**config.mk**
```make
export PLATFORM = sky130hd
export DESIGN_NAME = cp0_regfile
export DESIGN_NICKNAME = d
export VERILOG_FILES = /design/src/rtl/cp0_pkg.sv /design/src/rtl/cp0_timer.sv /design/src/rtl/cp0_regfile.sv
export SDC_FILE = /design/constraint.sdc
export NUM_CORES = 1
export LEC_CHECK = 0
export CAP_MARGIN = 40
export CORE_MARGIN = 2
export CORE_UTILIZATION = 45
export DETAILED_ROUTE_END_ITERATION = 6
export PLACE_DENSITY = 0.95
export SETUP_SLACK_MARGIN = 0.5
export SLEW_MARGIN = 10
export SYNTH_ARGS = -nofsm -noshare
export SYNTH_HDL_FRONTEND = slang
export SYNTH_SLANG_ARGS = --single-unit
```
**constraint.sdc**
```tcl
create_clock -name clk -period 4.9 [get_ports clk]
set_clock_uncertainty 0.2 [all_clocks]
set_input_delay 1.47 -clock clk [delete_from_list [all_inputs] [get_ports clk]]
set_output_delay 1.47 -clock clk [all_outputs]
set_load 0.05 [all_outputs]
```
**src/rtl/cp0_pkg.sv**
```systemverilog
// Shared CP0 definitions: register numbers, exception-type encodings from the
// exception stage, ExcCode values and Status/Cause bit positions.
package cp0_pkg;

    localparam logic [4:0] CP0_REG_BADVADDR = 5'd8;
    localparam logic [4:0] CP0_REG_COUNT    = 5'd9;
    localparam logic [4:0] CP0_REG_COMPARE  = 5'd11;
    localparam logic [4:0] CP0_REG_STATUS   = 5'd12;
    localparam logic [4:0] CP0_REG_CAUSE    = 5'd13;
    localparam logic [4:0] CP0_REG_EPC      = 5'd14;

    typedef enum logic [4:0] {
        EXC_TYPE_INT  = 5'b00000,
        EXC_TYPE_ADDR = 5'b00001,
        EXC_TYPE_OVF  = 5'b00010,
        EXC_TYPE_SYS  = 5'b00011,
        EXC_TYPE_BP   = 5'b00100,
        EXC_TYPE_ERET = 5'b00101,
        EXC_TYPE_RI   = 5'b10101
    } exc_type_e;

    localparam logic [4:0] EXCCODE_INT  = 5'h00;
    localparam logic [4:0] EXCCODE_ADEL = 5'h04;
    localparam logic [4:0] EXCCODE_ADES = 5'h05;
    localparam logic [4:0] EXCCODE_SYS  = 5'h08;
    localparam logic [4:0] EXCCODE_BP   = 5'h09;
    localparam logic [4:0] EXCCODE_RI   = 5'h0A;
    localparam logic [4:0] EXCCODE_OV   = 5'h0C;

    localparam int STATUS_IE_BIT  = 0;
    localparam int STATUS_EXL_BIT = 1;
    localparam int STATUS_IM_LO   = 8;
    localparam int STATUS_IM_HI   = 15;
    localparam int STATUS_BEV_BIT = 22;

    localparam int CAUSE_EXC_LO = 2;
    localparam int CAUSE_EXC_HI = 6;
    localparam int CAUSE_IP_LO  = 8;
    localparam int CAUSE_IP_HI  = 15;
    localparam int CAUSE_TI_BIT = 30;
    localparam int CAUSE_BD_BIT = 31;

    // True for the exception types that enter the handler (everything but eret
    // and unknown codes).
    function automatic logic is_fault_type(input logic [4:0] etype);
        logic hit;
        hit = 1'b0;
        case (etype)
            EXC_TYPE_INT, EXC_TYPE_ADDR, EXC_TYPE_OVF, EXC_TYPE_SYS,
            EXC_TYPE_BP, EXC_TYPE_RI: hit = 1'b1;
            default:                  hit = 1'b0;
        endcase
        return hit;
    endfunction

    function automatic logic [4:0] exc_code_of(input logic [4:0] etype, input logic is_store);
        logic [4:0] code;
        code = EXCCODE_INT;
        case (etype)
            EXC_TYPE_ADDR: code = is_store ? EXCCODE_ADES : EXCCODE_ADEL;
            EXC_TYPE_OVF:  code = EXCCODE_OV;
            EXC_TYPE_SYS:  code = EXCCODE_SYS;
            EXC_TYPE_BP:   code = EXCCODE_BP;
            EXC_TYPE_RI:   code = EXCCODE_RI;
            default:       code = EXCCODE_INT;
        endcase
        return code;
    endfunction

endpackage

```
**src/rtl/cp0_timer.sv**
```systemverilog
// Count/Compare timer: Count advances every second cycle, TI latches on a
// Count==Compare match caused by a Count update and clears on a Compare write.
module cp0_timer
    import cp0_pkg::*;
(
    input  logic        clk,
    input  logic        resetn,
    input  logic        count_we,
    input  logic        compare_we,
    input  logic [31:0] wdata,
    output logic [31:0] count_o,
    output logic [31:0] compare_o,
    output logic        ti_o
);

    logic        tick_reg;
    logic [31:0] count_reg, count_next;
    logic [31:0] compare_reg, compare_next;
    logic        ti_reg, ti_next;
    logic        count_upd;

    always_comb begin
        count_next   = count_reg;
        count_upd    = 1'b0;
        compare_next = compare_reg;
        ti_next      = ti_reg;

        // A software reload takes the place of this cycle's increment.
        if (count_we) begin
            count_next = wdata;
            count_upd  = 1'b1;
        end else if (tick_reg) begin
            count_next = count_reg + 32'd1;
            count_upd  = 1'b1;
        end

        if (count_upd && (count_next == compare_reg)) begin
            ti_next = 1'b1;
        end

        if (compare_we) begin
            compare_next = wdata;
            ti_next      = 1'b0;
        end
    end

    always_ff @(posedge clk or negedge resetn) begin
        if (!resetn) begin
            tick_reg    <= 1'b0;
            count_reg   <= '0;
            compare_reg <= '0;
            ti_reg      <= 1'b0;
        end else begin
            tick_reg    <= ~tick_reg;
            count_reg   <= count_next;
            compare_reg <= compare_next;
            ti_reg      <= ti_next;
        end
    end

    assign count_o   = count_reg;
    assign compare_o = compare_reg;
    assign ti_o      = ti_reg;

endmodule

```
**src/rtl/cp0_regfile.sv**
```systemverilog
// Coprocessor-0 register file: commits exceptions from MEM, serves MFC0/MTC0 and
// raises the interrupt request. The Count/Compare timer exists only with CP0_TIMER_EN.
module cp0_regfile
    import cp0_pkg::*;
#(
    parameter logic BEV_RESET = 1'b1
)(
    input  logic        clk,
    input  logic        resetn,
    input  logic        we_i,
    input  logic [4:0]  waddr_i,
    input  logic [31:0] wdata_i,
    input  logic [4:0]  raddr_i,
    output logic [31:0] rdata_o,
    input  logic [5:0]  int_i,
    input  logic        exception_i,
    input  logic [4:0]  exception_type_i,
    input  logic        is_in_delayslot_i,
    input  logic [31:0] pc_i,
    input  logic [31:0] badvaddr_i,
    input  logic        mem_we_i,
    output logic [31:0] epc_o,
    output logic [31:0] status_o,
    output logic [31:0] cause_o,
    output logic        int_req_o,
    output logic        timer_int_o
);

    logic [31:0] badvaddr_reg, badvaddr_next;
    logic [31:0] epc_reg, epc_next;
    logic [7:0]  status_im_reg, status_im_next;
    logic        status_exl_reg, status_exl_next;
    logic        status_ie_reg, status_ie_next;
    logic        cause_bd_reg, cause_bd_next;
    logic [4:0]  cause_exc_reg, cause_exc_next;
    logic [1:0]  cause_ip_sw_reg, cause_ip_sw_next;
    logic [5:0]  cause_ip_hw_reg;

    logic        is_fault;
    logic        is_eret;
    logic        mtc0_en;
    logic [31:0] count_val;
    logic [31:0] compare_val;
    logic        ti;

    // An exception commit in the same cycle swallows any MTC0.
    assign is_fault = exception_i && is_fault_type(exception_type_i);
    assign is_eret  = exception_i && (exception_type_i == EXC_TYPE_ERET);
    assign mtc0_en  = we_i && !exception_i;

`ifdef CP0_TIMER_EN
    cp0_timer u_timer (
        .clk        (clk),
        .resetn     (resetn),
        .count_we   (mtc0_en && (waddr_i == CP0_REG_COUNT)),
        .compare_we (mtc0_en && (waddr_i == CP0_REG_COMPARE)),
        .wdata      (wdata_i),
        .count_o    (count_val),
        .compare_o  (compare_val),
        .ti_o       (ti)
    );
`else
    assign count_val   = '0;
    assign compare_val = '0;
    assign ti          = 1'b0;
`endif

    always_comb begin
        badvaddr_next    = badvaddr_reg;
        epc_next         = epc_reg;
        status_im_next   = status_im_reg;
        status_exl_next  = status_exl_reg;
        status_ie_next   = status_ie_reg;
        cause_bd_next    = cause_bd_reg;
        cause_exc_next   = cause_exc_reg;
        cause_ip_sw_next = cause_ip_sw_reg;

        if (is_fault) begin
            cause_exc_next  = exc_code_of(exception_type_i, mem_we_i);
            status_exl_next = 1'b1;
            // Nested exceptions keep the outermost return address.
            if (!status_exl_reg) begin
                epc_next      = is_in_delayslot_i ? (pc_i - 32'd4) : pc_i;
                cause_bd_next = is_in_delayslot_i;
            end
            if (exception_type_i == EXC_TYPE_ADDR) begin
                badvaddr_next = badvaddr_i;
            end
        end else if (is_eret) begin
            status_exl_next = 1'b0;
        end else if (mtc0_en) begin
            case (waddr_i)
                CP0_REG_STATUS: begin
                    status_im_next  = wdata_i[STATUS_IM_HI:STATUS_IM_LO];
                    status_exl_next = wdata_i[STATUS_EXL_BIT];
                    status_ie_next  = wdata_i[STATUS_IE_BIT];
                end
                CP0_REG_CAUSE: cause_ip_sw_next = wdata_i[CAUSE_IP_LO+1:CAUSE_IP_LO];
                CP0_REG_EPC:   epc_next = wdata_i;
                default: ;
            endcase
        end
    end

    always_ff @(posedge clk or negedge resetn) begin
        if (!resetn) begin
            badvaddr_reg    <= '0;
            epc_reg         <= '0;
            status_im_reg   <= '0;
            status_exl_reg  <= 1'b0;
            status_ie_reg   <= 1'b0;
            cause_bd_reg    <= 1'b0;
            cause_exc_reg   <= '0;
            cause_ip_sw_reg <= '0;
            cause_ip_hw_reg <= '0;
        end else begin
            badvaddr_reg    <= badvaddr_next;
            epc_reg         <= epc_next;
            status_im_reg   <= status_im_next;
            status_exl_reg  <= status_exl_next;
            status_ie_reg   <= status_ie_next;
            cause_bd_reg    <= cause_bd_next;
            cause_exc_reg   <= cause_exc_next;
            cause_ip_sw_reg <= cause_ip_sw_next;
            cause_ip_hw_reg <= int_i;
        end
    end

    always_comb begin
        status_o = '0;
        status_o[STATUS_BEV_BIT]             = BEV_RESET;
        status_o[STATUS_IM_HI:STATUS_IM_LO]  = status_im_reg;
        status_o[STATUS_EXL_BIT]             = status_exl_reg;
        status_o[STATUS_IE_BIT]              = status_ie_reg;

        // The timer shares IP7 with hardware line 5.
        cause_o = '0;
        cause_o[CAUSE_BD_BIT]                = cause_bd_reg;
        cause_o[CAUSE_TI_BIT]                = ti;
        cause_o[CAUSE_IP_HI]                 = cause_ip_hw_reg[5] | ti;
        cause_o[CAUSE_IP_HI-1:CAUSE_IP_LO+2] = cause_ip_hw_reg[4:0];
        cause_o[CAUSE_IP_LO+1:CAUSE_IP_LO]   = cause_ip_sw_reg;
        cause_o[CAUSE_EXC_HI:CAUSE_EXC_LO]   = cause_exc_reg;
    end

    always_comb begin
        rdata_o = '0;
        case (raddr_i)
            CP0_REG_BADVADDR: rdata_o = badvaddr_reg;
            CP0_REG_COUNT:    rdata_o = count_val;
            CP0_REG_COMPARE:  rdata_o = compare_val;
            CP0_REG_STATUS:   rdata_o = status_o;
            CP0_REG_CAUSE:    rdata_o = cause_o;
            CP0_REG_EPC:      rdata_o = epc_reg;
            default:          rdata_o = '0;
        endcase
    end

    assign epc_o       = epc_reg;
    assign int_req_o   = (|(cause_o[CAUSE_IP_HI:CAUSE_IP_LO] & status_im_reg))
                         & status_ie_reg & ~status_exl_reg;
    assign timer_int_o = ti;

endmodule

```
-- Word level (Yosys, flattened, before mapping)
Index checks and enable logic that the tools add are counted.
- add/subtract/negate cells: 1
- multipliers: 0
- div/mod/pow operators: 0
- order comparisons: 0
- equal/unequal tests: 15
- shifts and indexed selects: 0
- multiplexer cells: 14
- bitwise operators: 6
- reduce and logical (&&, ||, !) cells: 17
- operator list (kind ; count):
    $mux 32 ; 6
    $pmux 32 s4 ; 1
    $eq 5x4->1 const B ; 7
    $sub 32x3->32 const B ; 1
    $pmux 4 s5 ; 1
    $reduce_and 4->1 ; 3
    $eq 5x2->1 const B ; 2
    $eq 5x3->1 const B ; 2
    $and 8x8->8 ; 1
    $reduce_or 8->1 ; 1
    $mux 1 ; 6
    $reduce_and 2->1 ; 3
    $reduce_bool 3->1 ; 2
    $reduce_or 6->1 ; 1
    $eq 5x1->1 const B ; 1
    $eq 5x5->1 const B ; 1
    $logic_not 5->1 ; 1
    $ne 2x2->1 const B ; 2
    $reduce_bool 2->1 ; 2
    $logic_and 1x1->1 ; 3
    $not 1->1 ; 3
    $and 1x1->1 ; 2
    $logic_not 1->1 ; 1
- bits in registers: 88
- bits in latches: 0
- memory bits (writable): 0
- ROM bits: 0
- bits of input ports: 123
- memories: 0

-- Depth between registers and ports, before layout
Gate-level depths: netlist of the first run.
- word-level depth: 6
- depth in mapped cells: 8
- depth with buffers taken out: 7

-- Least setup slack after synthesis of the first run
Ideal clock, no wire load.
- path type: input-to-output
- start point: input port raddr_i[0]
- end point: output port rdata_o[0]
- arrival time: 3.278 ns
- data required time: 3.230 ns
- setup slack: -0.048 ns
- stages on the path: 3
- path buffers: 1
- cells stage by stage: or4b_1 > clkbuf_1 > o21ai_0
- longest elaborated chain between the ends: 2
- elaborated cells on any way between the ends: 5
- ends and longest elaborated chain (what ; line ; text):
    start: declaration ; cp0_regfile.sv:13 ; input logic [4:0] raddr_i,
    $eq 5x4->1 ; cp0_regfile.sv:148 ; case (raddr_i)
    $pmux 32 s4 (*) ; cp0_regfile.sv:148 ;
    end: declaration ; cp0_regfile.sv:14 ; output logic [31:0] rdata_o,
Every way passes the cells marked *; elsewhere a longest branch is shown, timed or not.

-- Worst setup path in the final report of the first run
- start point: input port raddr_i[1]
- end point: output port rdata_o[23]
Same word-level chain as after synthesis.

==> impl_metrics.py, run 1 <==
metrics = {
    "finish": {
        "postLayoutCoreUtil_pct": 75.60,
        "final_common_cell": "sky130_fd_sc_hd__clkdlybuf4s50_1",
        "antenna-diode-count": 0,
        "design.final.nets": 858,
        "highest_count_cells_in_the_layout_ignoring_fill_and_taps": "sky130_fd_sc_hd__clkdlybuf4s50_1, sky130_fd_sc_hd__dfrtp_1, sky130_fd_sc_hd__nand2_1, sky130_fd_sc_hd__mux2_2, sky130_fd_sc_hd__conb_1",
        "post_route_cells_drive_above_1_share_pct": 27.20,
        "postLayoutCellArea_sq_mm": 0.008558,
        "area.growth.synth_to_final_pct": 64.78,
    },
    "sta": {
        "final-max-slew-violation-count": 0,
        "final_hold_viol_count": 0,
        "max_clock_freq_ghz": 0.2190,
        "timing.final.crit_share_pct": 93.20,
        "setup_violations": 0,
        "rsz0062_at_grt": "true",
        "layout_min_cycle_time_ns": 4.567,
        "max_slew_margin_pct": 37.61,
        "worst_slack_on_hold_paths_ns": 0.3125,
        "transition_time_at_the_pin_with_the_least_slew_margin_ns": 0.9337,
    },
    "detailed_routing": {
        "postRouteWirelength_um": 19520,
        "drc": 0,
        "vias": 5105,
        "antenna_violating_nets_post_route": 0,
        "viasPerCell": 5.788,
        "routedWlPerCell_um": 22.13,
        "drt_first_iter_violations": 403,
        "drt_pre_antenna_iters": 6,
    },
    "worst_setup_path": {
        "crit_type": "input pin to primary output",
        "reg2reg_from": "status_exl_reg",
        "data_arrival_time_of_the_critical_path_ns": 2.90,
        "cp-end-kind": "primary output",
        "reg2reg_to": "epc_o[31]",
        "r2r_cells": 4,
        "crit_fanout": 5,
        "r2r_slack_ns": 2.99,
        "critPathLaunchType": "input pin",
        "critical_path_required_ns": 3.23,
    },
    "grt": {
        "first_pass_grt_wire_length_um": 29550,
        "grt_usage_pct": 30.47,
        "globalRouteOverflowTotal": 0,
        "grt_max_degree": 68,
        "grt_pass1_vias": 5232,
        "initial_antenna_violation_count": 0,
    },
    "clock_network": {
        "cts.reportedPaths.clkPinSlew_ns": 0.07,
        "root_buffer_cell": "sky130_fd_sc_hd__clkbuf_16",
        "tritoncts_num_sinks": 87,
        "cts_buffers": 9,
        "clk_path_buf_depth": 2,
        "tritoncts": "built",
        "insertion_delay_ns": 0.34,
        "htree_levels": 3,
    },
    "die": {
        "dieArea_sq_mm": 0.01242,
        "core.rowCount": 39,
        "die_h_um": 111.4,
        "die_w_um": 111.4,
        "initial_core_util_pct": 45.88,
        "num_io_pins": 253,
        "core_region_area_sq_mm": 0.01132,
    },
    "placed_design": {
        "gp_congestion": 0.8870,
        "post-dp-hpwl_um": 13830,
        "port_buffers": 210,
        "placement.cell_area_sq_mm": 0.007775,
    },
    "logic_synthesis": {
        "synth_top_flop_cell": "sky130_fd_sc_hd__dfrtp_1",
        "synth.avg_cell_area_sq_um": 10.05,
        "yosys_warnings": 0,
        "netlist_area_sq_mm": 0.005194,
        "synth_cell_type_count": 55,
        "synth_seq_cells": 87,
        "post-synth-top-area-cell": "sky130_fd_sc_hd__dfrtp_1",
        "netlist_top_cells_area": "sky130_fd_sc_hd__dfrtp_1, sky130_fd_sc_hd__mux2_2, sky130_fd_sc_hd__buf_4, sky130_fd_sc_hd__a22oi_1, sky130_fd_sc_hd__nand2_1",
        "post_synth_inst_count": 517,
        "async_set_reset_flop_share_out_of_synthesis_pct": 100.0,
        "yosysTopAreaCellShare_pct": 41.92,
        "synth_enable_flop_cells": 0,
        "seq_area_frac_synth_pct": 41.92,
    },
    "worst_hold_path": {
        "hold_path_class": "flip-flop to flip-flop",
        "holdPathStages": 1,
        "worst_hold_path.endpoint": "badvaddr_reg[0]",
        "timing.hold.worst.start": "badvaddr_reg[0]",
    },
    "power": {
        "post_layout_power_mw": 3.275,
        "ir_worst_vdd_v": 0.0002850,
        "cellPowerDensity_mw_per_mm2": 382.6,
        "cellLeakagePower_nw": 3.695,
    },
    "job": {
        "timing.max_cap.violations": 0,
    },
    "run_status": {
        "result_of_the_run": "complete, no violations",
    },
}
synth_stat cells (all sizes together) (2+ instances only):
library cell	number
dfrtp	87
buf	68
nand2	61
o21ai	48
mux2	45
a22oi	31
nor2	23
a22o	17
xnor2	16
a21oi	12
nor3	11
xor2	10
mux2i	8
nand3	7
nor4	7
a31oi	6
and3	6
clkbuf	6
inv	6
and4	4
nand4	4
nand4b	4
nor4b	4
a21o	3
nor3b	3
conb	2
nand3b	2
o211ai	2
or4	2
or4b	2
kinds of logic (layout without fill, tap and decap cells):
group / count (synthesis) / in the layout / share of synthesized area [%]
compound gates: 121 / 121 / 15.15
xor+xnor: 26 / 26 / 4.384
fa+ha+maj: 1 / 1 / 0.2409
buf+inv: 80 / 262 / 9.925
flops: 87 / 87 / 41.92
mux: 53 / 53 / 11.30
other cells: 2 / 42 / 0.1446
simple gates: 147 / 147 / 16.94
timing repair:
item	CTS	global route
hold buffers	0	0
resized for setup	51	17
pin swaps	13	15
setup endpoints to repair	32	32
cloned	6	0
setup buffers	8	2
cell type report:
class                   count  area (sq um)
multi-input cells         390          3010
repair buffers            240          2841
fillers                   729          2763
flip-flops and latches     87          2177
clock buffers               9         225.2
well taps                 143         178.9
clock inverters             7         102.6
inverters                   6         22.52
worst max path at each step:
stage | startpoint | end | slack (ns)
2_1_floorplan | raddr_i[0] | rdata_o[0] | 0.34
3_3_place_gp | raddr_i[0] | rdata_o[15] | -0.12
3_5_place_dp | raddr_i[0] | rdata_o[13] | -0.20
4_1_cts | raddr_i[4] | rdata_o[23] | 0.33
5_1_grt | raddr_i[1] | rdata_o[27] | 0.27
6_report | raddr_i[1] | rdata_o[23] | 0.33
through the flow:
step	setup TNS (ns)	setup WS, ns	instances
3_3_place_gp	-2.269	-0.1243	849
3_5_place_dp	-4.126	-0.2041	849
2_1_floorplan	0	0.3392	557
5_1_grt	0	0.2711	882
4_1_cts	0	0.3257	879
6_report	0	0.3330	882
power breakdown:
group	internal (mW)	switching, mW
registers	0.908	0.220
clock network	0.453	0.315
logic	0.509	0.870
total	1.87	1.41
metal layers:
layer | track usage (%) | wire length, um
met5 | 0 | 0
met1 | 36.18 | 7280
met3 | 4.682 | 1364
met2 | 54.43 | 10050
met4 | 13.99 | 831
worst max-delay path, stage by stage:
cell	delay (ns)
sky130_fd_sc_hd__buf_8	0.10
sky130_fd_sc_hd__or4b_4	0.58
sky130_fd_sc_hd__nor2_4	0.13
sky130_fd_sc_hd__buf_6	0.12
sky130_fd_sc_hd__buf_12	0.12
sky130_fd_sc_hd__buf_16	0.12
sky130_fd_sc_hd__a22o_4	0.13
sky130_fd_sc_hd__buf_12	0.13
Power figures use the tool's default switching activity.
==> run 2: changes to the inputs <==
CORE_UTILIZATION = 29   (was 45)
PLACE_DENSITY = 0.72   (was 0.95)
clock period = 4.4 ns   (was 4.9 ns; I/O delays follow)
==> impl_metrics.py, run 2 (synthesized netlist as in run 1, its figures left out) <==
metrics = {
    "job": {
        "timing.max_cap.violations": 0,
    },
    "worst_setup_path": {
        "crit_fanout": 6,
        "critPathLaunchType": "input pin",
        "critical_path_required_ns": 2.88,
        "data_arrival_time_of_the_critical_path_ns": 2.69,
        "reg2reg_from": "status_exl_reg",
        "worst_setup_path_startpoint": "raddr_i[0]",
        "cp-end-kind": "primary output",
        "crit_type": "input pin to primary output",
    },
    "detailed_routing": {
        "drt_pre_antenna_iters": 4,
        "antenna_violating_nets_post_route": 0,
        "routedWlPerCell_um": 19.18,
        "vias": 4817,
        "drc": 0,
        "viasPerCell": 4.930,
        "postRouteWirelength_um": 18740,
        "drt_first_iter_violations": 162,
    },
    "finish": {
        "post_route_cells_drive_above_1_share_pct": 29.29,
        "final.fill_count": 1532,
        "final_common_cell": "sky130_fd_sc_hd__clkdlybuf4s50_1",
        "multi_input_area_sq_mm": 0.003073,
        "design.final.nets": 870,
        "area.growth.synth_to_final_pct": 69.36,
        "highest_count_cells_in_the_layout_ignoring_fill_and_taps": "sky130_fd_sc_hd__clkdlybuf4s50_1, sky130_fd_sc_hd__dfrtp_1, sky130_fd_sc_hd__mux2_2",
        "regArea_sq_mm": 0.002177,
        "fin_cells": 977,
    },
    "run_status": {
        "result_of_the_run": "complete, no violations",
    },
    "die": {
        "dieArea_sq_mm": 0.01900,
        "core_region_area_sq_mm": 0.01742,
        "die_w_um": 137.8,
        "initial_core_util_pct": 29.82,
        "num_io_pins": 253,
        "die_h_um": 137.8,
        "core.rowCount": 48,
    },
    "grt": {
        "globalRouteOverflowTotal": 0,
        "first_pass_grt_wire_length_um": 28050,
        "grt_max_degree": 42,
        "grt_usage_pct": 20.02,
        "initial_antenna_violation_count": 1,
        "grt_pass1_vias": 4755,
    },
    "sta": {
        "max_slew_margin_pct": 60.44,
        "final-max-slew-violation-count": 0,
        "final_hold_viol_count": 0,
        "timing.final.crit_share_pct": 95.78,
        "transition_time_at_the_pin_with_the_least_slew_margin_ns": 0.5916,
        "max_clock_freq_ghz": 0.2373,
        "rsz0062_at_grt": "true",
        "layout_min_cycle_time_ns": 4.214,
        "setup_violations": 0,
        "timing.final.ws_setup_ns": 0.1857,
    },
    "clock_network": {
        "ctsHoldBuffers": 0,
        "root_buffer_cell": "sky130_fd_sc_hd__clkbuf_16",
        "cts.reportedPaths.clkPinSlew_ns": 0.07,
        "tritoncts_num_sinks": 87,
        "clk_path_buf_depth": 2,
        "insertion_delay_ns": 0.35,
        "tritoncts": "built",
        "cts_buffers": 9,
        "htree_levels": 3,
    },
    "power": {
        "share_clk_of_total_power_pct": 22.7,
        "ir_worst_vdd_v": 0.0002494,
        "pwr-share-seq_pct": 34.9,
        "internal_power_mw": 2.050,
        "power.combinational.fraction_pct": 42.4,
        "cellLeakagePower_nw": 3.789,
        "post_layout_power_mw": 3.617,
        "cellPowerDensity_mw_per_mm2": 411.2,
        "switching_share_pct": 43.31,
        "p_sw_mw": 1.567,
    },
    "worst_hold_path": {
        "hold_path_class": "flip-flop to flip-flop",
        "timing.hold.worst.start": "badvaddr_reg[1]",
    },
    "placed_design": {
        "port_buffers": 210,
        "gp_congestion": 0.8710,
        "pre_cts_ws_ns": -0.1873,
        "post-dp-hpwl_um": 14320,
        "dp.cells": 950,
    },
}
run 2: cell types whose count changed in the layout (fill, tap and decap cells not counted), moves of 4 or more:
cell / before / now
sky130_fd_sc_hd__a22oi_2: 13 / 17
sky130_fd_sc_hd__nand2_4: 9 / 14
sky130_fd_sc_hd__a22oi_1: 18 / 14
sky130_fd_sc_hd__buf_4: 14 / 24
run 2: metal layers:
layer | routed length (um) | track usage (%) | vias up
li1 | - | - | 2240
met2 | 9219 | 33.64 | 176
met5 | 0 | 0 | -
met1 | 8039 | 25.52 | 2371
met4 | 463 | 7.540 | 0
met3 | 1019 | 3.790 | 30
run 2: worst paths after layout:
check | depth (start not counted) | endpoint | slack [ns]
max | 8 | rdata_o[20] | 0.19
min | 1 | badvaddr_reg[1] | 0.31
min in group asynchronous | 1 | epc_o[28] | 0.76
max in group asynchronous | 2 | cause_ip_hw_reg[1] | 2.63
min reg2reg | 1 | badvaddr_reg[1] | 0.31
max reg2reg | 5 | epc_o[14] | 2.64
run 2: layout make-up:
class / instances / share of cell area [%]
Multi-Input combinational cell: 390 / 34.94
Inverter: 6 / 0.2560
Timing Repair Buffer: 252 / 33.26
Antenna cell: 1 / 0.02845
Sequential cell: 87 / 24.75
Clock buffer: 10 / 2.717
Tap cell: 225 / 3.201
Clock inverter: 6 / 0.8535
run 2: critical path, cell delays in order:
cell and delay, ns:
sky130_fd_sc_hd__buf_6 0.09, sky130_fd_sc_hd__or4b_4 0.56, sky130_fd_sc_hd__nor2_4 0.12, sky130_fd_sc_hd__buf_6 0.11, sky130_fd_sc_hd__buf_12 0.11, sky130_fd_sc_hd__buf_16 0.12, sky130_fd_sc_hd__a22o_4 0.13, sky130_fd_sc_hd__buf_12 0.13
run 2: power by group through the flow:
stage	Combinational, mW	Clock, mW	Sequential, mW
2_1_floorplan	0.453	0	1.69
5_1_grt	1.61	0.872	1.29
4_1_cts	1.54	0.840	1.26
3_3_place_gp	1.50	0	1.25
3_5_place_dp	1.52	0	1.25
6_report	1.53	0.822	1.26
run 2: per-stage QoR:
stage / util (%) / cell area (sq um) / hold slack [ns] / setup TNS [ns]
3_3_place_gp: 46.21 / 8048 / 0.2892 / -3.297
6_report: 50.50 / 8796 / 0.3108 / 0
3_5_place_dp: 46.32 / 8068 / 0.2941 / -4.585
4_1_cts: 50.44 / 8785 / 0.3115 / 0
2_1_floorplan: - / 5582 / 0.2786 / 0
5_1_grt: 50.50 / 8796 / 0.3286 / 0
run 2: repair_timing:
| item | CTS | global route |
|---|---|---|
| resized for setup | 77 | 2 |
| pin swaps | 23 | 1 |
| buffers inserted | 6 | 0 |
| cloned | 4 | 0 |
| endpoints found under the setup margin | 32 | 32 |
| hold endpoints to repair | 0 | 0 |
==> run 3: changes to the inputs <==
CORE_ASPECT_RATIO = 1.1   (was not set)
clock period = 4.5 ns   (was 4.4 ns; I/O delays follow)
==> impl_metrics.py, run 3 (synthesized netlist as in run 1, its figures left out) <==
metrics = {
    "sta": {
        "totalNegativeSetupSlack_ns": 0,
        "final-max-slew-violation-count": 0,
        "setup_violations": 0,
        "max_clock_freq_ghz": 0.2327,
        "timing.final.crit_share_pct": 95.50,
        "layout_min_cycle_time_ns": 4.298,
        "final_hold_viol_count": 0,
        "transition_time_at_the_pin_with_the_least_slew_margin_ns": 0.8587,
        "worst_slack_on_hold_paths_ns": 0.3061,
        "max_slew_margin_pct": 42.55,
        "rsz0062_at_grt": "true",
    },
    "worst_setup_path": {
        "reg2reg_from": "status_exl_reg",
        "cp_cell_sequence": "buf_6 -> or4b_4 -> nor2_4 -> buf_6 -> buf_6 -> buf_12 -> nand2_4 -> nand2_4 -> buf_12",
        "critical_path_required_ns": 2.95,
        "worst_path_most_repeated_cell": "sky130_fd_sc_hd__buf_6",
        "critPathLaunchType": "input pin",
        "critical_path.top_delay_family": "simple AND/OR/NAND/NOR gates",
        "reg2reg_to": "epc_o[20]",
        "worst_setup_path_endpoint": "rdata_o[2]",
        "r2r_cells": 3,
        "data_arrival_time_of_the_critical_path_ns": 2.75,
        "critical_path.max_stage_delay_ns": 0.55,
        "critPathSlowestCell": "sky130_fd_sc_hd__or4b_4",
        "buf_inv_on_cp": 5,
        "r2r_slack_ns": 2.71,
        "cp-end-kind": "primary output",
        "worst_setup_path_startpoint": "raddr_i[0]",
        "crit_cells": 9,
        "crit_type": "input pin to primary output",
        "crit_fanout": 6,
    },
    "clock_network": {
        "root_buffer_cell": "sky130_fd_sc_hd__clkbuf_16",
        "cts_buffers": 9,
        "tritoncts": "built",
        "htree_levels": 3,
        "cts.reportedPaths.clkPinSlew_ns": 0.07,
        "tritoncts_num_sinks": 87,
        "clk_path_buf_depth": 2,
        "ctsHoldBuffers": 0,
        "insertion_delay_ns": 0.35,
    },
    "detailed_routing": {
        "viasPerCell": 4.786,
        "routedWlPerCell_um": 19.15,
        "drt_pre_antenna_iters": 4,
        "drt_first_iter_violations": 298,
        "postRouteWirelength_um": 18880,
        "antenna_violating_nets_post_route": 0,
        "drc": 0,
        "vias": 4719,
    },
    "placed_design": {
        "port_buffers": 210,
        "gp_congestion": 0.8440,
        "dp.cells": 957,
        "post-dp-hpwl_um": 14710,
    },
    "finish": {
        "highest_count_cells_in_the_layout_ignoring_fill_and_taps": "sky130_fd_sc_hd__clkdlybuf4s50_1, sky130_fd_sc_hd__dfrtp_1, sky130_fd_sc_hd__mux2_2",
        "fin_cells": 986,
        "final_common_cell": "sky130_fd_sc_hd__clkdlybuf4s50_1",
        "postLayoutCoreUtil_pct": 49.25,
        "design.final.nets": 865,
        "area.growth.synth_to_final_pct": 67.00,
        "post_route_cells_drive_above_1_share_pct": 27.21,
        "final.fill_count": 1653,
    },
    "power": {
        "pwr-share-seq_pct": 35.3,
        "switching_share_pct": 43.21,
        "power.combinational.fraction_pct": 43.0,
        "internal_power_mw": 1.975,
        "p_sw_mw": 1.502,
        "cellLeakagePower_nw": 3.727,
        "cellPowerDensity_mw_per_mm2": 400.9,
        "ir_worst_vdd_v": 0.0001843,
        "share_clk_of_total_power_pct": 21.7,
    },
    "worst_hold_path": {
        "hold_path_class": "flip-flop to flip-flop",
    },
    "job": {
        "timing.max_cap.violations": 0,
    },
    "grt": {
        "initial_antenna_violation_count": 1,
        "globalRouteOverflowTotal": 0,
        "grt_pass1_vias": 4741,
        "grt_usage_pct": 19.91,
        "grt_max_degree": 35,
        "first_pass_grt_wire_length_um": 28550,
    },
    "die": {
        "core.rowCount": 51,
        "die_h_um": 144.4,
        "dieArea_sq_mm": 0.01900,
        "core_region_area_sq_mm": 0.01761,
        "initial_core_util_pct": 29.49,
        "die_w_um": 131.6,
        "num_io_pins": 253,
    },
    "run_status": {
        "result_of_the_run": "complete, no violations",
    },
}
run 3: changes by cell type in the layout (fill, tap and decap cells not counted), sizes merged:
cell,previous run,this run
buf,80,74
clkinv,0,2
clkbuf,10,12
inv,10,6
clkinvlp,1,2
diode,1,2
run 3: stage by stage:
step	area (sq um)	power, mW	setup WS (ns)
CTS	8647	3.506	0.2215
finish	8673	3.477	0.2024
floorplan	5582	2.094	0.2958
global placement	8029	2.693	-0.1250
detailed placement	8029	2.715	-0.1542
global route	8671	3.637	0.1831
run 3: repair_timing:
| item | 4_1_cts | 5_1_grt |
|---|---|---|
| setup buffers | 8 | 0 |
| resized for setup | 56 | 7 |
| pin swaps | 18 | 2 |
| setup endpoints to repair | 32 | 32 |
| gates cloned | 3 | 0 |
run 3: layout make-up:
type	count	area (sq um)	area share [%]
Multi-Input combinational cell	390	3023	34.85
Antenna cell	2	5.005	0.05770
Clock buffer	11	232.7	2.683
Timing Repair Buffer	247	2856	32.93
Clock inverter	5	58.81	0.6780
Inverter	6	22.52	0.2597
Tap cell	238	297.8	3.433
Sequential cell	87	2177	25.10
run 3: worst min path at each step:
stage | startpoint | end | cells past startpoint
6_report | badvaddr_reg[0] | badvaddr_reg[0] | 1
5_1_grt | badvaddr_reg[8] | badvaddr_reg[8] | 1
4_1_cts | badvaddr_reg[0] | badvaddr_reg[0] | 1
3_5_place_dp | badvaddr_reg[16] | badvaddr_reg[16] | 1
3_3_place_gp | badvaddr_reg[0] | badvaddr_reg[0] | 1
2_1_floorplan | badvaddr_reg[0] | badvaddr_reg[0] | 1
run 3: per-layer routing:
metal / GRT usage, % / vias up / routed length (um)
li1: - / 2230 / -
met1: 24.99 / 2301 / 8129
met2: 33.70 / 159 / 9405
met3: 4.592 / 29 / 856
met4: 7.265 / 0 / 486
met5: 0 / - / 0
run 3: power by group through the flow:
stage	Combinational, mW	Sequential [mW]	Clock [mW]
final	1.49	1.23	0.753
after global routing	1.56	1.26	0.813
after CTS	1.50	1.23	0.775
after detailed placement	1.49	1.23	0
after global placement	1.47	1.22	0
after floorplan	0.443	1.65	0
